### src/rtl/sha_msg_schedule.sv
// sha_msg_schedule
// Message-schedule generator shared by the SHA cores. One padded 1024-bit
// block is accepted, then the expanded schedule words W[t] are streamed out
// one per output handshake. Supports SHA-1 (80 x 32-bit), SHA-224/256
// (64 x 32-bit) and SHA-384/512/512_224/512_256 (80 x 64-bit).
//
// Mode encoding (in_mode):
//   0 SHA-1, 1 SHA-224, 2 SHA-256, 3 SHA-384, 4 SHA-512,
//   5 SHA-512/224, 6 SHA-512/256, 7 reserved (rejected)
//
// Ports:
//   clk        clock
//   rst        synchronous reset, active-high
//   in_valid   block offered
//   in_ready   block accepted when in_valid & in_ready
//   in_mode    mode of the offered block
//   in_msg     padded message block (32-bit modes use [511:0])
//   abort      drop the current block and return to idle
//   out_valid  W word valid
//   out_ready  consumer takes the word
//   out_w      W[t]; 32-bit modes drive [63:32] = 0
//   out_t      round index t
//   out_last   t is the final round (63 or 79)
//   err        one-cycle pulse when an unsupported mode is rejected
module sha_msg_schedule #(
    parameter int ENABLE_SHA1   = 1,
    parameter int ENABLE_SHA512 = 1
) (
    input  logic          clk,
    input  logic          rst,
    input  logic          in_valid,
    output logic          in_ready,
    input  logic [2:0]    in_mode,
    input  logic [1023:0] in_msg,
    input  logic          abort,
    output logic          out_valid,
    input  logic          out_ready,
    output logic [63:0]   out_w,
    output logic [6:0]    out_t,
    output logic          out_last,
    output logic          err
);

    localparam logic [2:0] MODE_SHA1   = 3'd0;
    localparam logic [2:0] MODE_SHA224 = 3'd1;
    localparam logic [2:0] MODE_SHA256 = 3'd2;
    localparam logic [2:0] MODE_SHA384 = 3'd3;
    localparam logic [2:0] MODE_MAX    = 3'd6;

    typedef enum logic {
        ST_IDLE = 1'b0,
        ST_RUN  = 1'b1
    } state_t;

    state_t       r_state;
    state_t       w_state_next;
    logic [63:0]  r_buf [16];
    logic [2:0]   r_mode;
    logic [6:0]   r_t;
    logic         r_err;

    logic         w_accept;
    logic         w_mode_ok;
    logic         w_advance;
    logic         w_last_hs;
    logic [63:0]  w_new;

    // ------------------------------------------------------------------
    // Mode helpers and SHA-2 small sigma functions
    // ------------------------------------------------------------------
    function automatic logic mode_is64(input logic [2:0] m);
        return (m >= MODE_SHA384);
    endfunction

    function automatic logic mode_supported(input logic [2:0] m);
        logic ok;
        ok = 1'b1;
        if (m > MODE_MAX)
            ok = 1'b0;
        else if (m == MODE_SHA1)
            ok = (ENABLE_SHA1 != 0);
        else if (mode_is64(m))
            ok = (ENABLE_SHA512 != 0);
        return ok;
    endfunction

    function automatic logic [31:0] delta0_32(input logic [31:0] x);
        return ({x[6:0], x[31:7]} ^ {x[17:0], x[31:18]} ^ (x >> 3));
    endfunction

    function automatic logic [31:0] delta1_32(input logic [31:0] x);
        return ({x[16:0], x[31:17]} ^ {x[18:0], x[31:19]} ^ (x >> 10));
    endfunction

    function automatic logic [63:0] delta0_64(input logic [63:0] x);
        return ({x[0], x[63:1]} ^ {x[7:0], x[63:8]} ^ (x >> 7));
    endfunction

    function automatic logic [63:0] delta1_64(input logic [63:0] x);
        return ({x[18:0], x[63:19]} ^ {x[60:0], x[63:61]} ^ (x >> 6));
    endfunction

    // ------------------------------------------------------------------
    // Handshake and output decode
    // ------------------------------------------------------------------
    always_comb begin
        out_valid = (r_state == ST_RUN);
        out_last  = out_valid &&
                    (r_t == (((r_mode == MODE_SHA224) || (r_mode == MODE_SHA256)) ? 7'd63 : 7'd79));
        out_w     = r_buf[0];
        out_t     = r_t;
        err       = r_err;
        // Ready on the final beat's handshake so the next block follows with no bubble.
        in_ready  = (r_state == ST_IDLE) | (out_valid & out_last & out_ready);
        w_accept  = in_valid & in_ready & ~abort;
        w_mode_ok = mode_supported(in_mode);
        w_last_hs = out_valid & out_ready & out_last;
        w_advance = out_valid & out_ready & ~out_last & ~abort;
    end

    // ------------------------------------------------------------------
    // Next schedule word from the current window: buf[i] holds W[t+i],
    // so the new entry is W[t+16].
    // ------------------------------------------------------------------
    always_comb begin
        w_new = '0;
        if ((ENABLE_SHA1 != 0) && (r_mode == MODE_SHA1)) begin
            w_new[31:0] = {r_buf[13][30:0] ^ r_buf[8][30:0] ^ r_buf[2][30:0] ^ r_buf[0][30:0],
                           r_buf[13][31]   ^ r_buf[8][31]   ^ r_buf[2][31]   ^ r_buf[0][31]};
        end else if ((ENABLE_SHA512 != 0) && mode_is64(r_mode)) begin
            w_new = delta1_64(r_buf[14]) + r_buf[9] + delta0_64(r_buf[1]) + r_buf[0];
        end else begin
            w_new[31:0] = delta1_32(r_buf[14][31:0]) + r_buf[9][31:0] +
                          delta0_32(r_buf[1][31:0]) + r_buf[0][31:0];
        end
    end

    // ------------------------------------------------------------------
    // FSM
    // ------------------------------------------------------------------
    always_comb begin
        w_state_next = r_state;
        if (abort)
            w_state_next = ST_IDLE;
        else if (w_accept)
            w_state_next = w_mode_ok ? ST_RUN : ST_IDLE;
        else if (w_last_hs)
            w_state_next = ST_IDLE;
    end

    always_ff @(posedge clk) begin
        if (rst)
            r_state <= ST_IDLE;
        else
            r_state <= w_state_next;
    end

    // ------------------------------------------------------------------
    // Shift buffer, round counter, mode latch, error pulse
    // ------------------------------------------------------------------
    always_ff @(posedge clk) begin
        if (rst) begin
            for (int i = 0; i < 16; i++)
                r_buf[i] <= '0;
            r_mode <= MODE_SHA1;
            r_t    <= '0;
            r_err  <= 1'b0;
        end else begin
            r_err <= w_accept & ~w_mode_ok;
            if (abort) begin
                r_t <= '0;
            end else if (w_accept && w_mode_ok) begin
                for (int i = 0; i < 16; i++) begin
                    if (mode_is64(in_mode))
                        r_buf[i] <= in_msg[1023 - 64*i -: 64];
                    else
                        r_buf[i] <= {32'b0, in_msg[511 - 32*i -: 32]};
                end
                r_mode <= in_mode;
                r_t    <= '0;
            end else if (w_advance) begin
                for (int i = 0; i < 15; i++)
                    r_buf[i] <= r_buf[i+1];
                r_buf[15] <= w_new;
                r_t       <= r_t + 7'd1;
            end
        end
    end

endmodule

### config.mk
export PLATFORM = sky130hd
export DESIGN_NAME = sha_msg_schedule
export DESIGN_NICKNAME = d
export VERILOG_FILES = /design/src/rtl/sha_msg_schedule.sv
export SDC_FILE = /design/constraint.sdc
export NUM_CORES = 2
export LEC_CHECK = 0
export ABC_AREA = 1
export BUFFER_PORTS_ARGS = -buffer_cell sky130_fd_sc_hd__clkbuf_2
export CORE_AREA = 2 2 427 429
export CTS_CLUSTER_DIAMETER = 200
export DETAILED_ROUTE_END_ITERATION = 8
export DIE_AREA = 0 0 429 431
export GPL_TIMING_DRIVEN = 1
export MAX_ROUTING_LAYER = met4
export SYNTH_ARGS = -nofsm -noshare
export SYNTH_HDL_FRONTEND = slang
export SYNTH_SLANG_ARGS = --single-unit
### constraint.sdc
create_clock -name clk -period 39.8 [get_ports clk]
set_input_delay 9.95 -clock clk [delete_from_list [all_inputs] [get_ports clk]]
set_output_delay 9.95 -clock clk [all_outputs]
set_load 0.03 [all_outputs]
After elaboration in Yosys (flattened, before gate mapping)
Memories as Yosys holds them, arrays and structs flattened.
Cells that the tools add are included.
{"block": "op_classes", "muxes": 73, "reduce_logical": 8, "n_addsub": 7, "n_lt_le_gt_ge": 3, "n_bitwise": 75, "eq_ne": 3}
{"operator": "two-way mux 64 bit", "count": 48}
{"operator": "adder 64 bit", "count": 3}
{"operator": "two-way mux 32 bit", "count": 4}
{"operator": "bitwise XOR 64 bit", "count": 2}
{"operator": "adder 32 bit", "count": 3}
{"operator": "bitwise XOR 31 bit", "count": 3}
{"operator": "bitwise XOR 32 bit", "count": 2}
{"operator": "bitwise XOR 64 x 57 -> 64 bit", "count": 1}
{"operator": "bitwise XOR 64 x 58 -> 64 bit", "count": 1}
{"operator": "bitwise OR 1 bit", "count": 49}
{"operator": "bitwise XOR 32 x 22 -> 32 bit", "count": 1}
{"operator": "bitwise XOR 32 x 29 -> 32 bit", "count": 1}
{"operator": "two-way mux 1 bit", "count": 20}
{"operator": "AND 1 bit", "count": 9}
{"operator": "adder 7 x 1 -> 7 bit, second input constant", "count": 1}
{"operator": "equality test 7 bit", "count": 1}
{"operator": "two-way mux 7 bit", "count": 1}
{"operator": ">= comparator 3 x 2 -> 1 bit, second input constant", "count": 2}
{"operator": "equality test 3 x 1 -> 1 bit, second input constant", "count": 1}
{"operator": "equality test 3 x 2 -> 1 bit, second input constant", "count": 1}
{"operator": "> comparator 3 bit, second input constant", "count": 1}
{"operator": "zero test 3 bit", "count": 1}
{"operator": "NOT 1 bit", "count": 3}
{"operator": "OR reduction 3 bit", "count": 1}
{"operator": "6 further kinds", "count": 9}
{"block": "word_totals", "memories": 1, "out_inout_bits": 75, "in_bits": 1032, "ff_bits": 12, "ram_bits": 1024, "word_cells": 174}
{"memory": "r_buf", "depth": 16, "word_bits": 64, "read_ports": 16, "rd_ports_with_merged_regs": 0, "write_ports": 16, "line": "57", "source": "logic [63:0] r_buf [16];"}

Logic depth before layout (Yosys ltp)
{"block": "depth", "ltp_word": 18, "mapped_depth": 25, "mapped_depth_nobuf": 24}

Least setup slack after synthesis
No wires, ideal clock.
{"block": "synth_timing", "path_kind": "input -> register", "from": "input port out_ready", "to": "memory r_buf[1][36], in the netlist r_buf[0][100] (enable)", "required_ps": 36533, "path_buffers": 2, "cell_stages": 7, "setup_ps": 3267, "t_arrival_ps": 18117, "slack_ps": 18416, "cell_sequence": "nor3b_1 -> nand2_2 -> inv_2 -> nor2_4 -> buf_2 -> buf_2 -> nand2_1"}
{"element": "from (decl)", "line": "37", "source": "input logic out_ready,"}
{"element": "to (decl)", "line": "57"}

Worst setup path after layout
{"block": "layout_timing", "from": "input port out_ready", "to": "output port in_ready"}
{"block": "layout_via", "elab_chain_len": 2}
{"element": "AND 1 bit", "line": "114", "source": "in_ready = (r_state == ST_IDLE) | (out_valid & out_last & out_ready);"}
{"element": "bitwise OR 1 bit", "line": "114"}
{"element": "to (decl)", "line": "32", "source": "output logic in_ready,"}
Every way passes these cells.

==> results.md <==
- For this run, the post-layout net count is 11095.
- During placement, the flow inserted port buffers numbering 1106.
- Entering global routing, the biggest net connects 168 pins.
- For this run, the top clock speed supported by timing is 0.0476 GHz.
- The number of levels in the clock H-tree is 3.
- After floorplanning, the core was divided into 156 placement rows.
- The overflow left after global routing is 0.
- The maximum net fanout on the critical path is 52.
- Headroom to the max-slew limit came out at 1.48%.
- Summed over its instances, the top area cell type makes up 43.4% of the synthesized netlist area.
- The number of flops mapped to enable cells by yosys is 1024.
- After layout, the worst path uses 52.7% of the clock period.
- The critical path data arrival time is 11.04 ns.
- The max capacitance violation total is 0.
- Wires add up to roughly 420000 um.
- Ranked by instance count, the synthesized netlist is headed by sky130_fd_sc_hd__nand2_1 (3218), sky130_fd_sc_hd__inv_1 (1116), sky130_fd_sc_hd__edfxtp_1 (1024).
- The initial antenna violation count is 64.
- The worst path meets setup with 18.81 ns of slack.
- The power density of the placed cells is 58.7 nW/um2.
- The hold buffer count at CTS is 0.
- The endpoint type of the worst setup path is a primary output.
- The average instance area after synthesis is 7.81 um2.
- The startpoint identified for the worst register-to-register timing path is r_buf[3][149].
- The TritonCTS sink count is 1036.
- The number of buffers created by CTS is 119.
- Counting along the longest clock path gives a buffer depth of 3.
- Once detailed placement completed, the half-perimeter wirelength came to roughly 350000 um.
- The share of synthesized area occupied by flip-flops and latches is 43.8%.
- For flop-to-flop paths, the worst setup slack is about 34 ns.
- Before CTS, the worst setup slack after placement is 18.86 ns.
- Ranked by total cell area, the synthesized netlist is headed by sky130_fd_sc_hd__edfxtp_1 (43%), sky130_fd_sc_hd__nand2_1 (17%), sky130_fd_sc_hd__inv_1 (5.9%).
- Detailed routing inserted a total of 70110 vias.
- The proportion of register bits with asynchronous set or reset after synthesis is 0%.
- The detailed-route DRC error count is 0.
- The launching element type of the critical path is a primary input.
- The number of global-route vias before repair came to 64569.
- The path type of the worst min-delay path is reg -> reg.
- After synthesis the cells add up to 70800 um2.
- The effective utilization at floorplan is 39.3%.
- The run finished with clean final reports.
- The commonest register cell after synthesis is sky130_fd_sc_hd__edfxtp_1.
- Across the VDD grid, the largest voltage drop is 0.0427 mV.
- Clock-pin slew was measured on the worst setup and hold paths at 0.07 ns.
- The slowest stage cell on the critical path is sky130_fd_sc_hd__nand2_8.
- The count of final hold-check violations is 0.
- After synthesis, the netlist uses 44 different library cells.
- TritonCTS built the clock tree.
- Tracing the worst setup path back leads to its startpoint at out_ready.
- When the netlist entered floorplanning its net count stood at 10380.
- The width of the chip is 429 um.
- The number of cells in the design after placement is 12029.
- In the final routed layout, each cell accounts on average for between 30 and 40 um.
- The number of setup buffers added after CTS is 0.
- The critical path contains buffers and inverters numbering 2 combined.
- The overall routing resource usage is 45.5%.
- The first detailed-routing pass ran for 6 iterations.
- CTS placed an instance of sky130_fd_sc_hd__clkbuf_16 at the clock tree root.
- The I/O pin count is 1107.
- At the later pin of the worst-skew pair, clock insertion delay measures 0.85 ns.
- Setup total negative slack on the finished layout was measured at 0 ns.
- The number of warnings reported in the yosys synthesis log is 0.
- The cell repeated most along the worst path is sky130_fd_sc_hd__clkbuf_2.
- Setup repair after global routing left no endpoint under its margin.
- The critical path in this run is classified as in -> out.
- The post-detailed-route count of antenna-violating nets is 0.
- The signed area change from the synthesized netlist to the final layout is 14.7%.
- The area of the core is roughly 180000 um2.
- The leakage component of the power is 39.5 nW.
- The clock period could shrink to about 21 ns.
- The number of standard cells in the final layout excluding fillers is 12295.
- The worst path required time is just under 30 ns.
- The cell family contributing the most delay on the critical path is simple AND/OR/NAND/NOR gates.
- After technology mapping, the gate count stands at 9065.
- The worst hold path begins at r_buf[3][205].
- The via count normalized by instance count is 5.70.
- The chip height is 431 um.
- sky130_fd_sc_hd__nand2_1 is the most common cell in the netlist.
- The largest single stage delay on the critical path is 0.42 ns.
- The first-pass GRT wire length is approximately 550000 um.
- At the pin with the least slew margin, the transition time is 1.48 ns.
- In the final layout, the share of cells above drive strength 1 is 15.1%.
- The die covers 185000 um2.
- The setup violation total in the final timing report is 0.
- The power after layout is 4.77 mW.
- The global placer's final weighted congestion is 1.12.
- Synthesis inferred roughly 1000 register bits.
- The leading area contributor after synthesis is sky130_fd_sc_hd__edfxtp_1.
- The clock tree skew after final layout is around 0.077 ns.
- The final count of pins violating max slew is 0.
- Traced cell by cell, the critical path runs through clkbuf_2, nand4_1, nand2_8, clkbuf_2.
- In this run, post-CTS repair resized a total of 0 instances.
- The number of DRC markers after the initial detailed-route iteration is about 9800.
[registers in the layout, summed over array words and instances (netlist names)]
name / flops
out_valid: 1
r_buf: 1024
out_t: 7
err: 1
r_mode: 3
[cells by family (layout without fill, tap and decap cells)]
logic type / after synthesis / after routing / synth area share [%]
simple gates: 4970 / 4970 / 29.4
flops: 1036 / 1036 / 43.8
other cells: 0 / 52 / 0
fa+ha+maj: 283 / 283 / 6.99
buf+inv: 1700 / 2508 / 9.78
xor+xnor: 442 / 442 / 5.47
compound gates: 634 / 634 / 4.61
[layout by cell type, fill, tap and decap left out, drive strengths merged, types with 134 or more instances in the layout]
cell / instances
o21ai: 447
nand4: 299
a21oi: 134
clkbuf: 1249
fa: 188
nand2: 3223
xor2: 233
xnor2: 209
nor2: 641
inv: 1122
or2: 235
edfxtp: 1024
nand3: 526
[per-stage QoR]
stage,hold WS (ns),util [%],instance area (um2)
5_1_grt,0.468,45.1,81200
3_5_place_dp,0.494,42.9,77400
4_1_cts,0.451,45.0,81100
3_3_place_gp,0.472,42.9,77400
6_report,0.491,45.1,81300
2_1_floorplan,0.447,-,70800
[worst reg2reg max path: stages, from the launching register on]
cell	delay, ns
sky130_fd_sc_hd__edfxtp_1	0.63
sky130_fd_sc_hd__inv_1	0.36
sky130_fd_sc_hd__xor2_1	1.04
sky130_fd_sc_hd__fa_1	0.58
sky130_fd_sc_hd__inv_1	0.08
sky130_fd_sc_hd__fa_1	0.41
sky130_fd_sc_hd__inv_1	0.07
sky130_fd_sc_hd__ha_1	0.30
sky130_fd_sc_hd__nand2_1	0.16
sky130_fd_sc_hd__inv_1	0.07
sky130_fd_sc_hd__nand2_1	0.06
sky130_fd_sc_hd__nand2_1	0.05
sky130_fd_sc_hd__nand2_1	0.08
sky130_fd_sc_hd__nand2_1	0.06
sky130_fd_sc_hd__nand2_1	0.05
sky130_fd_sc_hd__nand3_1	0.20
sky130_fd_sc_hd__nand2_1	0.12
sky130_fd_sc_hd__nand2_1	0.05
sky130_fd_sc_hd__o21ai_0	0.76
sky130_fd_sc_hd__nand2_1	0.19
sky130_fd_sc_hd__nand2_1	0.25
sky130_fd_sc_hd__nand2_1	0.14
[area by class of cell]
cell class	instances	area, um2
Antenna cell	52	130
Clock buffer	144	3110
Clock inverter	70	669
Fill cell	18618	98900
Inverter	1121	4220
Multi-Input combinational cell	6329	33000
Sequential cell	1036	31000
Tap cell	2370	2970
Timing Repair Buffer	1173	6190
[power by group]
group          internal, mW  leakage [nW]  total, mW  switching, mW
Clock                 0.618          1.86       1.12          0.502
Sequential             1.30          10.9       1.41          0.112
Combinational         0.626          26.7       2.24           1.62
Total                  2.54          39.5       4.77           2.23
[worst paths after layout]
check | to | cells after the start
worst max register to register | r_buf[3][210] | 21
worst max-delay path | in_ready | 4
worst min-delay path | r_buf[3][141] | 2
worst min register to register | r_buf[3][141] | 2
[per-layer routing]
metal  global-route usage, %  part of all wire [%]
met5                       -                     0
met4                    35.1                   9.5
met3                    9.20                    10
met2                    65.1                    43
met1                    56.6                    38
No activity file was read; power rests on OpenSTA's default activity.
